File: config.mk
export PLATFORM = sky130hd
export DESIGN_NAME = pipe_elastic
export DESIGN_NICKNAME = d
export VERILOG_FILES = /design/src/rtl/pipe_elastic.sv
export SDC_FILE = /design/constraint.sdc
export NUM_CORES = 1
export LEC_CHECK = 0
export BUFFER_PORTS_ARGS = -buffer_cell sky130_fd_sc_hd__buf_2
export CAP_MARGIN = 40
export CORE_AREA = 2 2 39 41
export CTS_BUF_LIST = sky130_fd_sc_hd__clkbuf_16
export DETAILED_ROUTE_END_ITERATION = 12
export DIE_AREA = 0 0 41 43
export HOLD_SLACK_MARGIN = 0.06
export SKIP_CTS_REPAIR_TIMING = 1
export SLEW_MARGIN = 20
export SYNTH_ARGS = -nofsm -noshare
export SYNTH_HDL_FRONTEND = slang
export SYNTH_SLANG_ARGS = --single-unit
File: constraint.sdc
create_clock -name clk -period 1.6 [get_ports clk]
set_clock_uncertainty 0.1 [all_clocks]
set_input_delay 0.08 -clock clk [delete_from_list [all_inputs] [get_ports clk]]
set_output_delay 0.08 -clock clk [all_outputs]
set_load 0.01 [all_outputs]
File: src/rtl/pipe_elastic.sv
// rtl/pipe_elastic.sv - DEPTH-stage elastic valid/ready pipeline with bubble collapse (optional occupancy count under PIPE_ELASTIC_COUNT_EN)
module pipe_elastic #(
    parameter int DW    = 1,
    parameter int DEPTH = 2
) (
    input  logic          clk,
    input  logic          reset,
    input  logic          flush,
    input  logic          in_valid,
    input  logic [DW-1:0] in_data,
    output logic          in_ready,
    output logic          out_valid,
    output logic [DW-1:0] out_data,
    input  logic          out_ready
`ifdef PIPE_ELASTIC_COUNT_EN
    ,
    output logic [$clog2(DEPTH+1)-1:0] count
`endif
);

    logic [DEPTH-1:0] v;
    logic [DW-1:0]    d [DEPTH];
    logic [DEPTH-1:0] adv;
    logic [DEPTH-1:0] src_v;
    logic [DW-1:0]    src_d [DEPTH];
    logic             adv_run;

    // Advance chain: a stage may load when it is empty or everything downstream moves.
    always_comb begin
        adv     = '0;
        adv_run = out_ready | ~v[DEPTH-1];
        adv[DEPTH-1] = adv_run;
        for (int i = DEPTH - 2; i >= 0; i--) begin
            adv_run = adv_run | ~v[i];
            adv[i]  = adv_run;
        end
    end

    // Source of each stage: upstream port for stage 0, previous stage otherwise.
    always_comb begin
        src_v    = '0;
        src_v[0] = in_valid;
        src_d[0] = in_data;
        for (int i = 1; i < DEPTH; i++) begin
            src_v[i] = v[i-1];
            src_d[i] = d[i-1];
        end
    end

    assign in_ready  = adv[0] & ~flush & ~reset;
    assign out_valid = v[DEPTH-1];
    assign out_data  = d[DEPTH-1];

    // Stage valids: cleared by reset or flush, otherwise follow the source when advancing.
    always_ff @(posedge clk) begin
        if (reset || flush) begin
            v <= '0;
        end else begin
            for (int i = 0; i < DEPTH; i++) begin
                if (adv[i]) begin
                    v[i] <= src_v[i];
                end
            end
        end
    end

    // Stage data: no reset, loads only a valid word so empty slots keep old contents.
    always_ff @(posedge clk) begin
        for (int i = 0; i < DEPTH; i++) begin
            if (adv[i] && src_v[i]) begin
                d[i] <= src_d[i];
            end
        end
    end

`ifdef PIPE_ELASTIC_COUNT_EN
    localparam int CW = $clog2(DEPTH + 1);

    logic in_fire;
    logic out_fire;

    assign in_fire  = in_valid & in_ready;
    assign out_fire = v[DEPTH-1] & out_ready;

    // Occupancy counter tracks accepted minus emitted words.
    always_ff @(posedge clk) begin
        if (reset || flush) begin
            count <= '0;
        end else begin
            count <= count + CW'(in_fire) - CW'(out_fire);
        end
    end
`endif

endmodule

==> Word level (Yosys, flattened, before mapping) <==
Memories as Yosys holds them, arrays and structs flattened.
Index checks and enable logic that the tools add are counted.
{ "totals": {"ff_bits": 2, "ramBits": 2, "input_bits": 6, "out_inout_bits": 3, "word_cells": 18, "memories": 1} }
{ "mem_list": {"columns": ["memory", "depth", "word_bits", "read_ports", "rd_ports_with_merged_regs", "write_ports", "line_no", "source"], "rows": [
  ["d", 2, 1, 2, 0, 2, "22", "logic [DW-1:0] d [DEPTH];"]
]} }
{ "classes": {"n_mux": 4, "bitwise_logic": 8, "n_reduce_logical": 3} }
{ "op_table": {"columns": ["op", "count"], "rows": [
  ["2-to-1 mux 1 bit", 4],
  ["inverter 1 bit", 4],
  ["bitwise AND 1 bit", 2],
  ["logical AND 1 bit", 2],
  ["OR 1 bit", 2],
  ["logical OR 1 bit", 1]
]} }

==> Logic depth before layout (Yosys ltp) <==
{ "logic_depth": {"depth_word": 6, "depth_mapped": 2, "mapped_depth_nobuf": 2} }

==> Worst setup path after synthesis <==
No wires, ideal clock.
{ "synth_path": {"path_kind": "register to register", "startpoint": "register v[1]", "endpoint": "memory d[0][0], enable pin", "setup_ps": 300, "arrival_time_ps": 632, "required_ps": 1200, "path_slack_ps": 568, "path_stages_with_launch": 3, "path_buffers": 0, "synth_period_minus_slack_ps": 1032, "cell_sequence": "dfxtp_1 and3b_1 nor2b_1"} }
{ "synth_lines": {"columns": ["item", "line_no", "source"], "rows": [
  ["start, declared", "21", "logic [DEPTH-1:0] v;"],
  ["start signal, assigned by index", "61", "v[i] <= src_v[i];"],
  ["end, declared", "22", null]
]} }

==> Final worst setup path <==
{ "layout_path": {"startpoint": "register v[1]", "endpoint": "output port in_ready"} }
{ "layout_via": {"elab_chain_cells": 5} }
{ "layout_rtl": {"columns": ["item", "line_no", "source"], "rows": [
  ["inverter 1 bit", "31", "adv_run = out_ready | ~v[DEPTH-1];"],
  ["OR 1 bit", "31", null],
  ["OR 1 bit", "34", "adv_run = adv_run | ~v[i];"],
  ["bitwise AND 1 bit (2 in a row)", "50", "assign in_ready = adv[0] & ~flush & ~reset;"],
  ["end, declared", "11", "output logic in_ready,"]
]} }
Every way passes these cells.

==> results.txt <==
Status: finished, final reports clean
Yosys reg bits: 4
Die H: 43 um
Share of layout cells above drive strength 1: 44.00%
Count leader, synth: nor2b_1
Adder-cell share of the synthesized area: 0%
Maximum VDD drop: 1.010 mV
Total number of vias: 138
Syn nets: 18
Critical path peak fanout: 3
Leading area contributor after synthesis: edfxtp_1
Arrival @ worst endpoint: 1.00 ns
Setup WS post-layout: 0.4187 ns
GPL Wtd Cong: 0.6070
Register area share after synthesis: 66.12%
CTS root buf: clkbuf_16
Multi-input gate area: 51.30 um2
Routed Antenna Nets: 0
Endpoints failing setup: 0
Synth Instances: 12
Peak Freq: 0.8465 GHz
Combinational family with the most area after synthesis: simple AND/OR/NAND/NOR gates
Die area: 1763 um2
Initial Util: 10.94%
I/O pin count: 9
Clk sinks: 4
Max-cap viol count: 0
Initial DRC Count: 0
Initial antenna violation count: 0
CP endpoint kind: output pin
CTS tree: yes
Grt ovf: 0
Max Slew Vio Count: 0
Routed WL per cell: 7.415 um
Synth top area cells: edfxtp_1 (40%), dfxtp_1 (26%), nor2b_1 (12%)
Tmin final: 1.181 ns
Leakage: 0.1383 nW
Simple-gate share of the synthesized area: 23.97%
Clk_lat worst skew: 0.22 ns
Synth Flop Type: edfxtp_1
Bufs on Longest Clock Path: 2
Final hold vios: 0
Worst Path Required: 1.42 ns
# fillers: 145
Mapped Avg Cell Area: 12.62 um2
Synth Area in Compound Gates: 9.917%
Gr usage total: 5.035%
Async S/R FF share, synth: 0%
Worst-Margin Slew: 0.1475 ns
Mapped Area: 151.4 um2
H-tree Lvls: 1
Share of the synthesized area in the top cell type: 39.67%
Register area: 100.1 um2
Total chip power: 0.0005117 W
Worst slew margin relative to its limit: 90.15%
Unrepaired setup endpoints after global routing: false
CTS clk-pin slew, worst paths: 0.03 ns
Number of synthesized flops with an enable pin: 2
Diode count: 0
Startpoint Class: flip-flop
Area delta synth->final: 102.5%
Vias per cell: 3.366
Core Box Area: 1384 um2
First-pass GRT wire length: 524 um
Largest net degree at the start of global routing: 4
Synth Warn #: 0
Commonest cells post-synth: nor2b_1 (3), dfxtp_1 (2), edfxtp_1 (2), o21a_1 (2)
Mux contribution to synthesized area: 0%
Vias in the first global route: 125
Period utilisation layout: 73.83%
Post-synth cell types: 7
Pre-antenna DRT Iters: 1
Clock buffer count from CTS: 3
Hold Crit Class: in2reg
Port bufs: 8
Post-Route WL: 304 um
Layout Nets: 33
Die Span X: 41 um
Setup CP Type: reg2out
DRC Markers: 0
Setup_tns: 0 ns
XOR/XNOR Fraction of Synth Area: 0%
Post-Place Worst Slack: 0.5713 ns
Power per cell area: 1669 nW/um2
# rows: 14
[path summary, 6_finish.rpt]
path         startpoint        to  slack [ns]  cells after the start
max                v[1]  in_ready        0.42                      3
min reg2reg     d[0][0]   d[0][1]        0.32                      0
max reg2reg        v[1]   d[0][0]        0.56                      2
min               reset      v[0]        0.04                      3
[cell usage in the layout (no fill, tap or decap)]
cell and instances:
buf_2 8, nor2b_1 3, clkbuf_16 3, o21a_1 2
edfxtp_1 2, dlygate4sd3_1 2, dfxtp_1 2, and3b_1 1
nor3_1 1, nor2_1 1
[report_power, final]
group | internal [W] | total, W | switching, W | leakage (nW)
clock network | 0.000318 | 0.000378 | 0.0000593 | 0.0370
logic | 0.0000123 | 0.0000202 | 0.00000787 | 0.0660
registers | 0.000112 | 0.000114 | 0.00000139 | 0.0353
total | 0.000443 | 0.000512 | 0.0000686 | 0.138
[metrics by stage]
step | hold WS (ns) | util [%] | area (um2) | std cells
global placement | 0.1583 | 15.28 | 211.5 | 36
CTS | -0.06423 | 20.71 | 286.5 | 39
finish | 0.03562 | 22.15 | 306.5 | 41
floorplan | 0.07887 | - | 151.4 | 12
detailed placement | 0.1587 | 15.28 | 211.5 | 36
global route | 0.07080 | 22.15 | 306.5 | 41
[routing by layer]
metal | GRT usage (%) | part of all wire (%)
met4 | 2.000 | 0
met5 | 0 | 0
met2 | 4.688 | 29
met1 | 6.494 | 54
met3 | 6.283 | 16
[sequential cells by signal, indices dropped and copies added, names as in the netlist]
register  cells
v             2
d             2
[cell type report]
type                    instances  share of cell area [%]
flip-flops and latches          4                   32.65
multi-input cells               8                   16.73
clock buffers                   3                   24.49
well taps                      16                   6.531
repair buffers                 10                   19.59
[worst max-delay path: stages (launching register included)]
cell and delay (ns):
dfxtp_1 0.31, and3b_1 0.21, nor3_1 0.12, buf_2 0.15
[cells by family (layout without fill, tap and decap cells)]
kind of cell | count (synthesis) | after routing
buf+inv | 0 | 13
flops | 4 | 4
simple gates | 6 | 6
compound gates | 2 | 2
(Power assumes the default switching activity.)
